**src/rtl/button_pkg.sv**
```systemverilog
// Shared encodings for the toggle-button stimulus generator and the toggle FSM bench.
package button_pkg;

  localparam logic [1:0] ST_IDLE  = 2'd0;
  localparam logic [1:0] ST_PRESS = 2'd1;
  localparam logic [1:0] ST_GAP   = 2'd2;

  localparam logic MODE_COUNT = 1'b0;
  localparam logic MODE_LEVEL = 1'b1;

  typedef enum logic [1:0] {
    S_IDLE  = ST_IDLE,
    S_PRESS = ST_PRESS,
    S_GAP   = ST_GAP
  } state_t;

  function automatic int max_int(input int a, input int b);
    return (a > b) ? a : b;
  endfunction

endpackage

```
**src/rtl/button_press_gen_cycle_timer.sv**
```systemverilog
// Loadable down-counter; expired is high while the count sits at zero.
module cycle_timer
  import button_pkg::*;
#(
  parameter int W = 2
) (
  input  logic         clk,
  input  logic         rst_n,
  input  logic         load,
  input  logic [W-1:0] load_val,
  output logic         expired
);

  logic [W-1:0] count;

  always_ff @(posedge clk or negedge rst_n) begin
    if (!rst_n) begin
      count <= '0;
    end else if (load) begin
      count <= load_val;
    end else if (count != '0) begin
      count <= count - W'(1);
    end
  end

  assign expired = (count == '0);

endmodule

```
**src/rtl/button_press_gen.sv**
```systemverilog
// Turns press commands into a clean registered press/release waveform and tracks
// the predicted output of the downstream toggle FSM.
//
// state | meaning
// IDLE  | waiting for a command; cmd_ready high
// PRESS | button held high for HOLD_CYCLES
// GAP   | button held low for GAP_CYCLES, then next press or back to IDLE
module button_press_gen
  import button_pkg::*;
#(
  parameter int HOLD_CYCLES = 2,
  parameter int GAP_CYCLES  = 2,
  parameter int CNT_W       = 4
) (
  input  logic             clk,
  input  logic             rst_n,
  input  logic             cmd_valid,
  output logic             cmd_ready,
  input  logic             cmd_mode,
  input  logic [CNT_W-1:0] cmd_presses,
  input  logic             cmd_level,
  input  logic             abort,
  output logic             button,
  output logic             model_state,
  output logic             busy,
  output logic             done,
  output logic             aborted
);

  localparam int TMR_W = $clog2(max_int(HOLD_CYCLES, GAP_CYCLES) + 1);
  localparam logic [TMR_W-1:0] HOLD_LOAD = TMR_W'(HOLD_CYCLES - 1);
  localparam logic [TMR_W-1:0] GAP_LOAD  = TMR_W'(GAP_CYCLES - 1);

  state_t             state, state_nxt;
  logic [CNT_W-1:0]   cnt, cnt_nxt;
  logic [CNT_W-1:0]   req, rem;
  logic               pend, pend_nxt;
  logic               tmr_load;
  logic [TMR_W-1:0]   tmr_val;
  logic               tmr_expired;
  logic               flip;
  logic               done_nxt, aborted_nxt;

  cycle_timer #(.W(TMR_W)) u_timer (
    .clk      (clk),
    .rst_n    (rst_n),
    .load     (tmr_load),
    .load_val (tmr_val),
    .expired  (tmr_expired)
  );

  always_comb begin
    state_nxt   = state;
    cnt_nxt     = cnt;
    pend_nxt    = pend;
    tmr_load    = 1'b0;
    tmr_val     = '0;
    flip        = 1'b0;
    done_nxt    = 1'b0;
    aborted_nxt = 1'b0;
    req         = '0;
    rem         = '0;
    case (state)
      S_IDLE: begin
        if (cmd_valid && cmd_ready) begin
          pend_nxt = 1'b0;
          req = (cmd_mode == MODE_LEVEL) ? CNT_W'(cmd_level ^ model_state) : cmd_presses;
          cnt_nxt = req;
          if (req == '0) begin
            done_nxt = 1'b1;
          end else begin
            state_nxt = S_PRESS;
            tmr_load  = 1'b1;
            tmr_val   = HOLD_LOAD;
            flip      = 1'b1;
          end
        end
      end
      S_PRESS: begin
        if (abort) pend_nxt = 1'b1;
        if (tmr_expired) begin
          state_nxt = S_GAP;
          tmr_load  = 1'b1;
          tmr_val   = GAP_LOAD;
        end
      end
      S_GAP: begin
        if (abort) pend_nxt = 1'b1;
        if (tmr_expired) begin
          rem     = (cnt == '0) ? '0 : cnt - CNT_W'(1);
          cnt_nxt = rem;
          if (rem == '0 || pend_nxt) begin
            state_nxt   = S_IDLE;
            done_nxt    = 1'b1;
            // An abort landing during the final press cut nothing short.
            aborted_nxt = pend_nxt && (rem != '0);
            pend_nxt    = 1'b0;
          end else begin
            state_nxt = S_PRESS;
            tmr_load  = 1'b1;
            tmr_val   = HOLD_LOAD;
            flip      = 1'b1;
          end
        end
      end
      default: state_nxt = S_IDLE;
    endcase
  end

  always_ff @(posedge clk or negedge rst_n) begin
    if (!rst_n) begin
      state       <= S_IDLE;
      cnt         <= '0;
      pend        <= 1'b0;
      button      <= 1'b0;
      model_state <= 1'b0;
      busy        <= 1'b0;
      done        <= 1'b0;
      aborted     <= 1'b0;
      cmd_ready   <= 1'b1;
    end else begin
      state       <= state_nxt;
      cnt         <= cnt_nxt;
      pend        <= pend_nxt;
      button      <= (state_nxt == S_PRESS);
      model_state <= model_state ^ flip;
      busy        <= (state_nxt != S_IDLE);
      done        <= done_nxt;
      aborted     <= aborted_nxt;
      cmd_ready   <= (state_nxt == S_IDLE);
    end
  end

endmodule

```
**config.mk**
```make
export PLATFORM = sky130hd
export DESIGN_NAME = button_press_gen
export DESIGN_NICKNAME = d
export VERILOG_FILES = /design/src/rtl/button_pkg.sv /design/src/rtl/button_press_gen_cycle_timer.sv /design/src/rtl/button_press_gen.sv
export SDC_FILE = /design/constraint.sdc
export NUM_CORES = 1
export LEC_CHECK = 0
export CORE_ASPECT_RATIO = 1.1
export CORE_MARGIN = 2
export CORE_UTILIZATION = 41
export DETAILED_ROUTE_END_ITERATION = 6
export SLEW_MARGIN = 15
export SYNTH_ARGS = -nofsm -noshare
export SYNTH_HDL_FRONTEND = slang
export SYNTH_HIERARCHICAL = 1
export SYNTH_SLANG_ARGS = --single-unit
```
**constraint.sdc**
```tcl
create_clock -name clk -period 2 [get_ports clk]
set_input_delay 0.4 -clock clk [delete_from_list [all_inputs] [get_ports clk]]
set_output_delay 0.4 -clock clk [all_outputs]
set_load 0.01 [all_outputs]
```
==> Flow_metrics.wiki <==
{| class="wikitable"
! Metric !! Value
|-
| Count of routing violations after the opening detailed-route iteration || 11
|-
| Die boundary width || 48.2 µm
|-
| H-Tree Level Count || 1
|-
| DRC violation count after routing || 0
|-
| Minimum setup slack after placement || -279 ps
|-
| Most frequent cells in the layout || 15 x sky130_fd_sc_hd__clkdlybuf4s50_1, 14 x sky130_fd_sc_hd__dfrtp_1, 14 x sky130_fd_sc_hd__buf_4
|-
| Area of the die || 0.00254 mm²
|-
| Number of slew-limit violations in the final report || 0
|-
| Kind of capture point of the worst setup path || flip-flop
|-
| Vertical die dimension || 52.7 µm
|-
| Mean instance size in the synthesized netlist || 9.59 µm²
|-
| Clock-pin slew reported for the worst setup and hold paths after clock tree synthesis || 80 ps
|-
| Insertion delay of the later-clocked pin in the worst-skew pair || 280 ps
|-
| Count of input and output buffers || 15
|-
| Flop and latch count out of synthesis || 15
|-
| Initial antenna violation count || 0
|-
| Average wire length per cell after detail routing || 12.6 µm
|-
| Synth Warn # || 6
|-
| Maximum number of buffers from clock root to sink || 2
|-
| Share of the core filled with cells in the final layout || 59.3%
|-
| Share of the clock period used by the worst path after layout || 98.0%
|-
| Effective utilization at floorplan || 43.7%
|-
| Post-synthesis cell area || 882 µm²
|-
| Layout overhead on the synthesized area || 35.7%
|-
| M2 GR Usage || 29.8%
|-
| Clock tree from TritonCTS || built
|-
| Critical path required time || 2170 ps
|-
| Worst setup skew after layout || 3.32 ps
|-
| Number of cell rows || 17
|-
| Share of the yosys chip area belonging to registers || 42.7%
|-
| Class of the most critical hold timing path || in -> async
|-
| Final Hold Fails || 0
|-
| Number of antenna cells inserted || 0
|-
| Run status || completed
|-
| Largest fanout on the critical path || 5
|-
| Number of maximum-capacitance violations || 0
|-
| Met3 track utilization from global routing || 2.07%
|-
| Static leakage || 0.524 nW
|-
| Total global routing track utilization || 17.6%
|-
| Largest net degree at the start of global routing || 16
|-
| Synthesized netlist net count || 107
|-
| Grt peak-use layer || met2
|-
| Core region area || 0.00202 mm²
|-
| Wire length of the first global-routing pass || 3.18 mm
|-
| Power per unit of standard cell area || 1430 mW/mm²
|-
| Post-detailed-routing wire length || 1.91 mm
|-
| TritonCTS Buffers || 3
|-
| Fraction of final layout cells with drive strength greater than 1 || 18.5%
|-
| Number of iterations in the first detailed-routing pass || 4
|-
| Count of different cell masters after synthesis || 35
|-
| Final-stage net count || 140
|-
| Routed vias/inst || 5.29
|-
| Vias in the first global route || 768
|-
| Routed vias || 804
|-
| Grt ovf || 0
|-
| Min Tclk post-route || 1960 ps
|-
| Kind of start point of the critical path || primary input
|-
| Number of endpoints failing setup at the final stage || 0
|-
| Fin worst setup slack || 39.7 ps
|-
| WP data arrival || 2130 ps
|-
| Antenna viol nets, final || 0
|-
| Fmax || 0.510 GHz
|-
| Worst setup path class || in -> reg
|-
| Number of cells produced by synthesis || 92
|-
| Number of buffers inserted to repair setup after CTS || 0
|-
| Number of I/O pins || 16
|-
| CTS Root Cell || sky130_fd_sc_hd__clkbuf_4
|-
| Commonest non-fill, non-tap cell in the layout || sky130_fd_sc_hd__clkdlybuf4s50_1
|-
| CTS Sinks || 15
|-
| HPWL after DPL || 1.47 mm
|-
| Met1 global-route usage || 21.4%
|-
| Final weighted congestion in routability-driven placement || 0.804
|-
| Largest vdd supply drop || 1.01 mV
|}
-- cell families after synthesis --
group	synth area share (%)
xor gates and xnor gates	2.98
DFF	42.7
other	0.425
adders and majority gates	7.09
buffers and inverters	3.55
AOI/OAI and AO/OA	28.9
and+or+nand+nor	14.3
-- per-stage QoR --
step	instances	hold slack, ps	setup TNS, ps	total power, mW	area (µm²)
floorplan	92	104	0	1.16	882
global placement	148	521	-1140	1.53	1170
detailed placement	148	522	-1210	1.54	1170
CTS	152	434	0	1.72	1190
global route	152	452	-7.35	1.86	1200
finish	152	430	0	1.72	1200
-- report_power, final --
| part | internal, mW | switching [mW] | leakage (nW) |
|---|---|---|---|
| Sequential | 0.443 | 0.122 | 0.187 |
| Combinational | 0.500 | 0.481 | 0.322 |
| Clock | 0.0775 | 0.0936 | 0.0150 |
-- synthesized netlist by cell type --
cell                        count  area share, %
sky130_fd_sc_hd__dfrtp_1       14             40
sky130_fd_sc_hd__nor2_1         9            3.8
sky130_fd_sc_hd__a21oi_1        8            4.5
sky130_fd_sc_hd__nand2_1        8            3.4
sky130_fd_sc_hd__inv_1          7            3.0
sky130_fd_sc_hd__o21ai_0        7            4.0
sky130_fd_sc_hd__ha_1           5            7.1
sky130_fd_sc_hd__nor3_1         4            2.3
sky130_fd_sc_hd__a32o_1         2            2.3
sky130_fd_sc_hd__o22ai_1        2            1.4
sky130_fd_sc_hd__xnor2_1        2            2.0
sky130_fd_sc_hd__a2111oi_1      1            1.1
sky130_fd_sc_hd__a211oi_1       1           0.85
sky130_fd_sc_hd__a211oi_2       1            1.4
sky130_fd_sc_hd__a22o_1         1           0.99
sky130_fd_sc_hd__a22oi_1        1           0.85
sky130_fd_sc_hd__a2bb2oi_2      1            1.7
sky130_fd_sc_hd__a31o_1         1           0.99
sky130_fd_sc_hd__a31oi_1        1           0.71
sky130_fd_sc_hd__a32oi_4        1            3.1
sky130_fd_sc_hd__a41o_1         1            1.1
sky130_fd_sc_hd__a41oi_1        1           0.99
sky130_fd_sc_hd__and2_1         1           0.71
sky130_fd_sc_hd__and3_1         1           0.71
sky130_fd_sc_hd__buf_2          1           0.57
sky130_fd_sc_hd__conb_1         1           0.43
sky130_fd_sc_hd__dfstp_2        1            3.0
sky130_fd_sc_hd__nand3_1        1           0.57
sky130_fd_sc_hd__nor2b_1        1           0.71
sky130_fd_sc_hd__o21bai_1       1           0.85
sky130_fd_sc_hd__o2bb2ai_1      1           0.99
sky130_fd_sc_hd__o31a_1         1           0.99
sky130_fd_sc_hd__or2b_1         1           0.85
sky130_fd_sc_hd__or4_4          1            1.3
sky130_fd_sc_hd__xor2_1         1           0.99
-- path summary, 6_finish.rpt --
| check | startpoint | end | slack [ps] | cells past startpoint |
|---|---|---|---|---|
| max | cmd_presses[0] | u_timer/count[1]$_DFFE_PN0P_ | 40 | 6 |
| min | rst_n | cnt[3]$_DFFE_PN0P_ | 430 | 2 |
| max reg2reg | state[0]$_DFF_PN0_ | button$_DFF_PN0_ | 170 | 6 |
| min reg2reg | pend$_DFFE_PN0P_ | pend$_DFFE_PN0P_ | 540 | 1 |
| max in group asynchronous | rst_n | cmd_ready$_DFF_PN1_ | 1320 | 2 |
| min in group clk | pend$_DFFE_PN0P_ | pend$_DFFE_PN0P_ | 540 | 1 |
-- metal layers --
layer	wire length (µm)	vias to the layer above
met2	927	17
met3	60	5
li1	-	401
met5	0	-
met1	888	381
met4	34	0
-- sequential cells by signal, indices dropped and copies added (netlist names) --
signal	flops
model_state	1
cnt	4
busy	1
u_timer/count	2
pend	1
done	1
aborted	1
button	1
cmd_ready	1
state	2
-- timing repair --
action	in CTS	in global routing
endpoints found under the setup margin	0	1
hold buffers	0	0
gates resized for setup	0	1
-- critical path, cell delays in order --
cell and delay, ps:
sky130_fd_sc_hd__clkdlybuf4s50_1 430, sky130_fd_sc_hd__or4_4 540, sky130_fd_sc_hd__a2bb2oi_2 160, sky130_fd_sc_hd__a32oi_4 180, sky130_fd_sc_hd__a21oi_2 110, sky130_fd_sc_hd__o31a_1 310
-- area by class of cell --
type                            count  area (µm²)
Multi-Input combinational cell     69         478
Fill cell                         188         823
Sequential cell                    15         377
Timing Repair Buffer               29         255
Clock buffer                        4        26.3
Tap cell                           28        35.0
Inverter                            7        26.3
No activity file was read; power rests on OpenSTA's default activity.
